File: config.mk
export PLATFORM = sky130hd
export DESIGN_NAME = census_window_ctrl
export DESIGN_NICKNAME = d
export VERILOG_FILES = /design/src/rtl/census_window_ctrl.sv
export SDC_FILE = /design/constraint.sdc
export NUM_CORES = 1
export LEC_CHECK = 0
export CAP_MARGIN = 20
export CORE_MARGIN = 2
export CORE_UTILIZATION = 59
export DETAILED_ROUTE_END_ITERATION = 7
export MAX_ROUTING_LAYER = met4
export PLACE_DENSITY = 0.82
export SLEW_MARGIN = 20
export SYNTH_ARGS = -nofsm -noshare
export SYNTH_HDL_FRONTEND = slang
export SYNTH_SLANG_ARGS = --single-unit
File: constraint.sdc
create_clock -name clk -period 4.05 [get_ports clk]
set_clock_uncertainty 0.2 [all_clocks]
set_input_delay 0.81 -clock clk [delete_from_list [all_inputs] [get_ports clk]]
set_output_delay 0.81 -clock clk [all_outputs]
set_load 0.02 [all_outputs]
File: src/rtl/census_window_ctrl.sv
// rtl/census_window_ctrl.sv - census window scan controller; CENSUS_CTRL_BORDER_EN adds edge windows and a DRAIN flush
module census_window_ctrl #(
    parameter int IMG_W   = 320,
    parameter int IMG_H   = 240,
    parameter int WIN     = 7,
    parameter int COORD_W = 10
) (
    input  logic               clk,
    input  logic               rst,
    input  logic               start,
    input  logic               in_valid,
    output logic               in_ready,
    output logic               shift_en,
    output logic               out_valid,
    input  logic               out_ready,
    output logic [COORD_W-1:0] out_col,
    output logic [COORD_W-1:0] out_row,
    output logic               border,
    output logic               busy,
    output logic               frame_done
);

    localparam int HALF = (WIN - 1) / 2;
    localparam logic [COORD_W-1:0] C_LAST_COL = COORD_W'(IMG_W - 1);
    localparam logic [COORD_W-1:0] C_LAST_ROW = COORD_W'(IMG_H - 1);
    localparam logic [COORD_W-1:0] C_HALF     = COORD_W'(HALF);

    typedef enum logic [1:0] {
        S_IDLE   = 2'd0,
        S_ACTIVE = 2'd1,
        S_DRAIN  = 2'd2
    } state_t;

    state_t             r_state;
    logic [COORD_W-1:0] r_col;
    logic [COORD_W-1:0] r_row;
    logic               r_out_valid;
    logic [COORD_W-1:0] r_out_col;
    logic [COORD_W-1:0] r_out_row;
    logic               r_border;
    logic               r_frame_done;

    logic               w_out_free;
    logic               w_in_ready;
    logic               w_accept;
    logic               w_last_px;
    logic               w_emit;
    logic               w_drain_done;
    logic [COORD_W-1:0] w_em_col;
    logic [COORD_W-1:0] w_em_row;
    logic               w_em_border;

    assign w_out_free = !r_out_valid || out_ready;
    assign w_in_ready = (r_state == S_ACTIVE) && w_out_free;
    assign w_accept   = in_valid && w_in_ready;
    assign w_last_px  = (r_col == C_LAST_COL) && (r_row == C_LAST_ROW);

`ifdef CENSUS_CTRL_BORDER_EN
    // Window centres trail the accepted pixel by HALF rows plus HALF columns in raster order;
    // the last HALF*IMG_W+HALF centres have no later pixel and are flushed during DRAIN.
    localparam int FLUSH_N = HALF * IMG_W + HALF;
    localparam logic [2*COORD_W-1:0] C_FLUSH_N = (2*COORD_W)'(FLUSH_N);
    localparam logic [COORD_W-1:0]   C_BR_COL  = COORD_W'(IMG_W - 1 - HALF);
    localparam logic [COORD_W-1:0]   C_BR_ROW  = COORD_W'(IMG_H - 1 - HALF);

    logic [COORD_W-1:0]   r_ocol;
    logic [COORD_W-1:0]   r_orow;
    logic [2*COORD_W-1:0] r_flush;
    logic                 w_started;

    assign w_started    = (r_row > C_HALF) || ((r_row == C_HALF) && (r_col >= C_HALF));
    assign w_emit       = (w_accept && w_started) ||
                          ((r_state == S_DRAIN) && (r_flush != '0) && w_out_free);
    assign w_drain_done = w_out_free && (r_flush == '0);
    assign w_em_col     = r_ocol;
    assign w_em_row     = r_orow;
    assign w_em_border  = (r_ocol < C_HALF) || (r_ocol > C_BR_COL) ||
                          (r_orow < C_HALF) || (r_orow > C_BR_ROW);
`else
    localparam logic [COORD_W-1:0] C_WIN_M1 = COORD_W'(WIN - 1);

    assign w_emit       = w_accept && (r_col >= C_WIN_M1) && (r_row >= C_WIN_M1);
    assign w_drain_done = w_out_free;
    assign w_em_col     = r_col - C_HALF;
    assign w_em_row     = r_row - C_HALF;
    assign w_em_border  = 1'b0;
`endif

    always_ff @(posedge clk or negedge rst) begin
        if (!rst) begin
            r_state      <= S_IDLE;
            r_col        <= '0;
            r_row        <= '0;
            r_out_valid  <= 1'b0;
            r_out_col    <= '0;
            r_out_row    <= '0;
            r_border     <= 1'b0;
            r_frame_done <= 1'b0;
`ifdef CENSUS_CTRL_BORDER_EN
            r_ocol       <= '0;
            r_orow       <= '0;
            r_flush      <= '0;
`endif
        end else begin
            r_frame_done <= 1'b0;
            case (r_state)
                S_IDLE: begin
                    if (start) begin
                        r_state <= S_ACTIVE;
                        r_col   <= '0;
                        r_row   <= '0;
`ifdef CENSUS_CTRL_BORDER_EN
                        r_ocol  <= '0;
                        r_orow  <= '0;
                        r_flush <= C_FLUSH_N;
`endif
                    end
                end
                S_ACTIVE: begin
                    if (w_accept) begin
                        if (w_last_px) begin
                            r_state <= S_DRAIN;
                            r_col   <= '0;
                            r_row   <= '0;
                        end else if (r_col == C_LAST_COL) begin
                            r_col <= '0;
                            r_row <= r_row + 1'b1;
                        end else begin
                            r_col <= r_col + 1'b1;
                        end
                    end
                end
                S_DRAIN: begin
                    if (w_drain_done) begin
                        r_state      <= S_IDLE;
                        r_frame_done <= 1'b1;
                    end
                end
                default: r_state <= S_IDLE;
            endcase

            if (w_emit) begin
                r_out_valid <= 1'b1;
                r_out_col   <= w_em_col;
                r_out_row   <= w_em_row;
                r_border    <= w_em_border;
            end else if (out_ready) begin
                r_out_valid <= 1'b0;
            end

`ifdef CENSUS_CTRL_BORDER_EN
            if (w_emit) begin
                if (r_ocol == C_LAST_COL) begin
                    r_ocol <= '0;
                    r_orow <= r_orow + 1'b1;
                end else begin
                    r_ocol <= r_ocol + 1'b1;
                end
                if (r_state == S_DRAIN) begin
                    r_flush <= r_flush - 1'b1;
                end
            end
`endif
        end
    end

    assign in_ready   = w_in_ready;
    assign shift_en   = w_accept;
    assign out_valid  = r_out_valid;
    assign out_col    = r_out_col;
    assign out_row    = r_out_row;
    assign border     = r_border;
    assign busy       = (r_state != S_IDLE);
    assign frame_done = r_frame_done;

endmodule

==> impl_metrics.json, run 1 <==
{
  "status": "finished clean",
  "hp-class": "reg -> reg",
  "crit_fanout": 4,
  "overflow": 0,
  "fp-row-count": 23,
  "power.density_mw_per_mm2": 557.4,
  "final_common_cell": "dfrtp_1",
  "relSlewSlack_pct": 36.38,
  "antenna_cells": 0,
  "clkTransAtPathRegs_ns": 0.07,
  "cts_tree": "done",
  "path_cells": "clkdlybuf4s50_1, nand2b_1, nand3_1, inv_1, clkdlybuf4s50_1",
  "regArea_mm2": 0.001101,
  "core_area_mm2": 0.003943,
  "required_ns": 3.04,
  "die_area_mm2": 0.004533,
  "setup_viol": 0,
  "syn_inst": 274,
  "syn_to_final_growth_pct": 15.71,
  "grt_max_degree": 45,
  "antenna_found_initial": 0,
  "mostFrequentLayoutCells": "dfrtp_1 (44), nand2_1 (40), o21ai_0 (40)",
  "cts-root-buf": "clkbuf_8",
  "drt_iter0_markers": 112,
  "fill_cells": 338,
  "synth_nets": 283,
  "ir_worst_vdd_mv": 0.4025,
  "finalWeightedCongestion": 0.8677,
  "syn_area_mm2": 0.002366,
  "start_util_pct": 60.01,
  "routed_via_density": 5.798,
  "crit_path_end_kind": "output port",
  "groute.usage.overall_pct": 24.29,
  "maxCapViolCount": 0,
  "rsz0062_at_grt": "false",
  "cp.arrival_ns": 2.37,
  "htreeDepth": 2,
  "stdcell_count": 346,
  "die_w_um": 67.33,
  "cp_common_cell": "clkdlybuf4s50_1",
  "drive_gt1_share_pct": 4.730,
  "drt_first_pass_iters": 4,
  "total_power_mw": 1.526,
  "die_h_um": 67.33,
  "ys_types": 41,
  "period_needed_ns": 3.375,
  "worst_setup_path_start_kind": "primary input",
  "synth_warnings": 0,
  "port-buffer-count": 29,
  "ios": 31,
  "multiInputGateArea_mm2": 0.001146,
  "layout.nets": 304,
  "synth_seq_cells": 44,
  "critPathSlowestCell": "clkdlybuf4s50_1",
  "cp_slowest_stage_delay_ns": 0.63,
  "min_period_over_period_pct": 83.34,
  "clkLatencyLatePin_ns": 0.30,
  "tightestPinTransition_ns": 0.9544,
  "vias": 2006,
  "grt_pass1_vias": 1765,
  "clock-sinks": 44,
  "dp.cells": 338,
  "grt_pass1_wl_um": 7955,
  "routed_wl_um": 4738,
  "cts_buffers": 5,
  "cts_setup_buffers": 0,
  "hold_viol_final": 0,
  "clockBufferDepth": 2,
  "dpl.hpwl_um": 3287,
  "wl_per_cell_um": 13.69,
  "cts_resized": 0,
  "drc": 0,
  "postCtsHoldBufs": 0,
  "drv_slew": 0,
  "fin_setup_tns_ns": 0,
  "max_freq_ghz": 0.2963,
  "leakagePower_nw": 1.136,
  "avgSynthCellArea_um2": 8.635,
  "critPathKind": "in -> out",
  "yosysSeqAreaShare_pct": 46.54,
  "drtAntennaViolNets": 0
}
[per-layer routing]
metal | vias up | track usage (%) | wire (um)
met5 | - | - | 0
met4 | 0 | 9.949 | 92
met3 | 10 | 5.000 | 236
met2 | 59 | 36.01 | 2151
met1 | 935 | 32.65 | 2258
li1 | 1002 | - | -
[cells by family (layout without fill, tap and decap cells)]
family / Yosys count / after routing / synth area share [%]
fa+ha+maj: 4 / 4 / 2.115
compound gates: 71 / 71 / 17.08
mux: 1 / 1 / 0.4231
other cells: 1 / 1 / 0.1585
xor+xnor: 15 / 15 / 5.552
simple gates: 110 / 110 / 23.11
buf+inv: 28 / 50 / 5.024
flops: 44 / 44 / 46.54
[layout make-up]
type | instances | area share (%)
flip-flops and latches | 44 | 40.22
inverters | 12 | 1.645
repair buffers | 30 | 10.69
multi-input cells | 202 | 41.86
clock buffers | 8 | 3.291
well taps | 50 | 2.285
[cell usage after synthesis]
library cell	n	area, um2
nand2b_1	2	12.51
o31ai_2	1	12.51
nor3_1	7	35.03
o22ai_1	2	12.51
conb_1	1	3.750
and3_1	5	31.28
o21ai_0	40	200.2
a311oi_1	1	8.760
o31ai_1	8	60.06
xnor2_1	10	87.58
nor2_1	16	60.06
buf_6	1	11.26
inv_1	12	45.04
a21o_1	1	7.510
or4_4	1	11.26
and2_1	1	6.260
o41ai_1	1	8.760
or4_1	1	7.510
or2_2	2	12.51
nand4_1	5	31.28
and4_1	1	8.760
ha_1	4	50.05
nand2_1	40	150.1
mux2i_1	1	10.01
o21ai_1	1	5.000
nor2b_1	2	12.51
or3_1	5	31.28
clkbuf_1	12	45.04
nor4b_1	1	8.760
buf_2	2	10.01
nor4_1	3	18.77
and2b_1	1	7.510
a31oi_1	1	6.260
nand3_1	15	75.07
o311ai_0	2	17.52
xor2_1	5	43.79
dfrtp_1	44	1101
nor4_2	1	12.51
buf_4	1	7.510
a21oi_1	13	65.06
or4b_4	1	13.76
[worst paths after layout]
path                              end  startpoint  depth (start not counted)  slack (ns)
max                          shift_en   out_ready                          5        0.67
min                        out_row[0]  out_row[0]                          2        0.28
max reg2reg                  r_row[7]    r_col[7]                          5        1.50
min reg2reg                out_row[0]  out_row[0]                          2        0.28
max in group asynchronous  out_row[2]         rst                          1        2.60
min in group asynchronous  out_col[6]         rst                          1        0.45
[registers in the layout (all words and copies together), names as in the netlist]
register,cells
r_state,2
out_row,10
out_valid,1
frame_done,1
out_col,10
r_row,10
r_col,10
[worst max-delay path: cells and delay by family]
family        cells  cell delay (ns)
buf+inv           3             1.24
simple gates      2             0.32
[through the flow]
| step | util (%) | hold WS, ns | cell area [um2] | setup WS, ns |
|---|---|---|---|---|
| final | 69.44 | 0.2781 | 2738 | 0.6746 |
| after floorplan | - | 0.2323 | 2366 | 1.742 |
| after detailed placement | 67.15 | 0.2647 | 2648 | 0.6780 |
| after global routing | 69.44 | 0.2993 | 2738 | 0.5520 |
| after CTS | 69.44 | 0.2829 | 2738 | 0.6656 |
| after global placement | 67.15 | 0.2594 | 2648 | 0.7484 |
[report_power, final]
part / switching, mW / internal (mW)
combinational: 0.322 / 0.266
clock: 0.137 / 0.139
sequential: 0.111 / 0.551
Note: power is estimated with default switching activity, not from simulation.
==> run 2, diff against run 1 <==
--- a/config.mk
+++ b/config.mk
@@ -7,10 +7,10 @@
 export LEC_CHECK = 0
 export CAP_MARGIN = 20
 export CORE_MARGIN = 2
-export CORE_UTILIZATION = 59
+export CORE_UTILIZATION = 49
 export DETAILED_ROUTE_END_ITERATION = 7
 export MAX_ROUTING_LAYER = met4
-export PLACE_DENSITY = 0.82
+export PLACE_DENSITY = 0.72
 export SLEW_MARGIN = 20
 export SYNTH_ARGS = -nofsm -noshare
 export SYNTH_HDL_FRONTEND = slang
==> constraint.sdc (replaced) <==
create_clock -name clk -period 2.7 [get_ports clk]
set_clock_uncertainty 0.2 [all_clocks]
set_input_delay 0.54 -clock clk [delete_from_list [all_inputs] [get_ports clk]]
set_output_delay 0.54 -clock clk [all_outputs]
set_load 0.02 [all_outputs]
==> impl_metrics.json, run 2 (synthesis results as in run 1) <==
{
  "status": "finished clean",
  "final_common_cell": "dfrtp_1",
  "drc": 0,
  "rsz0062_at_grt": "false",
  "crit_fanout": 7,
  "endpoint": "in_ready",
  "drtAntennaViolNets": 0,
  "cts-root-buf": "clkbuf_8",
  "layout.nets": 317,
  "fp-row-count": 25,
  "drt_iter0_markers": 136,
  "clkTransAtPathRegs_ns": 0.08,
  "reg2reg_slack_ns": 0.35,
  "stdcell_count": 362,
  "cp.arrival_ns": 1.83,
  "leakagePower_nw": 1.216,
  "grt_max_degree": 36,
  "die_w_um": 73.49,
  "hold_viol_final": 0,
  "hp-class": "reg -> reg",
  "dpl.hpwl_um": 3574,
  "crit_path_end_kind": "output port",
  "worstReg2RegStart": "r_col[6]",
  "clockBufferDepth": 2,
  "mostFrequentLayoutCells": "dfrtp_1 (43), nand2_1 (40), o21ai_0 (40)",
  "fin_setup_tns_ns": 0,
  "drive_gt1_share_pct": 9.091,
  "grt_pass1_wl_um": 8507,
  "groute.usage.overall_pct": 21.15,
  "cts_setup_buffers": 0,
  "required_ns": 1.96,
  "dp.cells": 354,
  "drt_first_pass_iters": 4,
  "antenna_cells": 0,
  "ir_worst_vdd_mv": 0.4874,
  "cp-startpoint": "r_state[1]",
  "port-buffer-count": 29,
  "timing.rr.end": "r_row[9]",
  "ios": 31,
  "clkLatencyLatePin_ns": 0.30,
  "cts_tree": "done",
  "drv_slew": 0,
  "clock-sinks": 44,
  "critPathKind": "reg -> out",
  "htreeDepth": 2,
  "period_needed_ns": 2.574,
  "max_freq_ghz": 0.3885,
  "reg2regPathDepth": 4,
  "core_area_mm2": 0.004692,
  "antenna_found_initial": 0,
  "syn_to_final_growth_pct": 20.57,
  "start_util_pct": 50.43,
  "die_h_um": 73.49,
  "finalWeightedCongestion": 0.9214,
  "min_period_over_period_pct": 95.34,
  "grt_pass1_vias": 1815,
  "total_power_mw": 2.364,
  "routed_wl_um": 5088,
  "routed_via_density": 5.613,
  "wl_per_cell_um": 14.06,
  "die_area_mm2": 0.005401,
  "worst_setup_path_start_kind": "flop",
  "overflow": 0,
  "cts_buffers": 5,
  "maxCapViolCount": 0,
  "vias": 2032,
  "timing.hold.ws_ns": 0.2706,
  "setup_viol": 0,
  "power.density_mw_per_mm2": 828.8
}
run 2: power by group:
part	leakage, nW	switching (mW)	internal (mW)
registers	0.563	0.171	0.826
clock network	0.0503	0.215	0.228
logic	0.602	0.495	0.429
run 2: final cells by class:
cell class              instances  area (um2)
inverters                      12       45.04
flip-flops and latches         44        1102
fillers                       418        1839
repair buffers                 43       395.4
clock buffers                   7       96.34
multi-input cells             202        1146
well taps                      54       67.56
run 2: through the flow:
stage          utilization, %  instance area, um2  setup WS (ns)
2_1_floorplan               -                2366         0.4695
3_3_place_gp            58.45                2743        0.04460
3_5_place_dp            58.45                2743        0.01403
4_1_cts                 60.72                2849       0.004235
5_1_grt                 60.80                2853       0.003217
6_report                60.80                2853         0.1258
run 2: worst max-delay path, cell delays in order, from the launching register on:
cell	delay (ns)
dfrtp_1	0.41
inv_1	0.15
nand2_1	0.22
nor2_1	0.15
clkdlybuf4s50_1	0.61
run 2: routing by layer:
layer | GRT usage (%) | wire [um] | vias to the layer above
met4 | 8.889 | 106 | 0
met5 | - | 0 | -
met2 | 30.36 | 2233 | 71
met3 | 4.390 | 342 | 12
li1 | - | - | 1026
met1 | 29.12 | 2405 | 923
run 2: timing repair:
| item | in CTS | in global routing |
|---|---|---|
| resized for setup | 0 | 2 |
| endpoints found under the setup margin | 0 | 2 |
| hold buffers | 1 | 0 |
| hold endpoints to repair | 15 | 0 |
run 2: worst min path at each step:
stage,start,end,cells after the start
after global placement,r_state[1],r_state[0],1
after global routing,r_state[1],r_state[0],1
after detailed placement,r_state[1],r_state[0],1
after CTS,r_state[1],r_state[0],1
after floorplan,rst,frame_done,0
final,r_state[1],r_state[0],1
==> run 3, diff against run 2 <==
--- a/config.mk
+++ b/config.mk
@@ -11,6 +11,7 @@
 export DETAILED_ROUTE_END_ITERATION = 7
 export MAX_ROUTING_LAYER = met4
 export PLACE_DENSITY = 0.72
+export REMOVE_ABC_BUFFERS = 1
 export SLEW_MARGIN = 20
 export SYNTH_ARGS = -nofsm -noshare
 export SYNTH_HDL_FRONTEND = slang
==> impl_metrics.json, run 3 (synthesis results as in run 1) <==
{
  "status": "finished clean",
  "die_area_mm2": 0.005401,
  "leakagePower_nw": 1.235,
  "power.density_mw_per_mm2": 894.3,
  "drive_gt1_share_pct": 8.766,
  "final_area_mm2": 0.002915,
  "grt_pass1_wl_um": 8314,
  "clkTransAtPathRegs_ns": 0.08,
  "stdcell_count": 362,
  "antenna_found_initial": 0,
  "grt_pass1_vias": 1786,
  "postLayoutCoreUtil_pct": 62.13,
  "routed_wl_um": 4924,
  "regArea_mm2": 0.001101,
  "drt_first_pass_iters": 4,
  "dpl.hpwl_um": 3535,
  "crit_fanout": 7,
  "p_int_mw": 1.714,
  "required_ns": 1.96,
  "vias": 2014,
  "clkPwrFrac_pct": 26.6,
  "dp.cells": 353,
  "groute.usage.overall_pct": 20.77,
  "finalWeightedCongestion": 0.8295,
  "drv_slew": 0,
  "syn_to_final_growth_pct": 23.22,
  "die_w_um": 73.49,
  "reg2regPathDepth": 6,
  "die_h_um": 73.49,
  "setup_viol": 0,
  "crit_path_end_kind": "output port",
  "port-buffer-count": 29,
  "ir_worst_vdd_mv": 0.5162,
  "setup_ws_ns": 0.1054,
  "cp-startpoint": "r_state[1]",
  "comb_power_share_pct": 35.4,
  "total_power_mw": 2.607,
  "hp-class": "reg -> reg",
  "clock-sinks": 44,
  "maxCapViolCount": 0,
  "reg2reg_slack_ns": 0.32,
  "wl_per_cell_um": 13.60,
  "endpoint": "in_ready",
  "start_util_pct": 50.43,
  "drt_iter0_markers": 98,
  "final_common_cell": "dfrtp_1",
  "placedInstanceArea_mm2": 0.002748,
  "core_area_mm2": 0.004692,
  "post-place-ws_ns": -0.06708,
  "power_frac_seq_pct": 38.0,
  "grt_max_degree": 42,
  "hold_viol_final": 0,
  "fill_cells": 395,
  "rsz0062_at_grt": "false",
  "p_sw_mw": 0.8930,
  "timing.hold.ws_ns": 0.2781,
  "drc": 0,
  "period_needed_ns": 2.595,
  "clkLatencyLatePin_ns": 0.30,
  "worst_setup_path_start_kind": "flop",
  "antenna_cells": 0,
  "overflow": 0,
  "min_period_over_period_pct": 96.10,
  "mostFrequentLayoutCells": "dfrtp_1 (44), nand2_1 (40), o21ai_0 (40)",
  "timing.rr.end": "r_row[9]",
  "routed_via_density": 5.564,
  "cp.arrival_ns": 1.85,
  "max_freq_ghz": 0.3854,
  "clockBufferDepth": 2,
  "htreeDepth": 2,
  "ios": 31,
  "fp-row-count": 25,
  "cts_buffers": 5,
  "critPathKind": "reg -> out",
  "drtAntennaViolNets": 0,
  "cts-root-buf": "clkbuf_8",
  "layout.nets": 316,
  "cts_tree": "done",
  "sw_frac_of_total_pct": 34.25,
  "fin_setup_tns_ns": 0,
  "worstReg2RegStart": "r_state[0]",
  "multiInputGateArea_mm2": 0.001146
}
-- run 3: cell types whose count changed in the layout (fill, tap and decap cells not counted), sizes merged --
cell and change:
buf -1, bufinv +3, clkbuf -2, dlygate4sd2 +1, dlymetal6s2s -1
-- run 3: layer usage --
layer | vias up | share of wire [%] | global-route usage [%]
met5 | - | 0 | -
met4 | 0 | 2.0 | 8.283
met3 | 8 | 3.9 | 3.704
met2 | 47 | 43 | 28.97
met1 | 936 | 51 | 29.96
li1 | 1023 | - | -
-- run 3: worst min-delay path by stage --
stage | cells past startpoint | end | slack, ns | startpoint
2_1_floorplan | 0 | frame_done | 0.04 | rst
3_3_place_gp | 1 | out_row[0] | 0.25 | rst
3_5_place_dp | 1 | out_row[0] | 0.25 | rst
4_1_cts | 1 | r_state[0] | 0.28 | r_state[1]
5_1_grt | 2 | out_col[9] | 0.30 | out_col[9]
6_report | 1 | r_state[0] | 0.28 | r_state[1]
-- run 3: what timing repair did --
action                     4_1_cts  5_1_grt
hold endpoints to repair        12        0
setup endpoints to repair        1        0
setup buffers                    0        0
hold buffers                     1        0
gates resized for setup          1        0
-- run 3: power by group through the flow --
stage / sequential (mW) / combinational [mW] / clock (mW)
final: 0.991 / 0.922 / 0.693
after global routing: 1.02 / 1.02 / 0.734
after CTS: 0.990 / 0.931 / 0.705
after detailed placement: 1.00 / 0.929 / 0
after global placement: 0.994 / 0.916 / 0
after floorplan: 1.12 / 0.393 / 0
-- run 3: final cells by class --
type                            count  share of cell area, %
Multi-Input combinational cell    202                  39.31
Clock buffer                        5                  2.361
Clock inverter                      3                  3.090
Timing Repair Buffer               42                  13.61
Tap cell                           54                  2.318
Sequential cell                    44                  37.77
Inverter                           12                  1.545
-- run 3: worst max-delay path: stages, from the launching register on --
cell and delay [ns]:
dfrtp_1 0.41, inv_1 0.15, nand2_1 0.23, nor2_1 0.16
clkdlybuf4s50_1 0.61
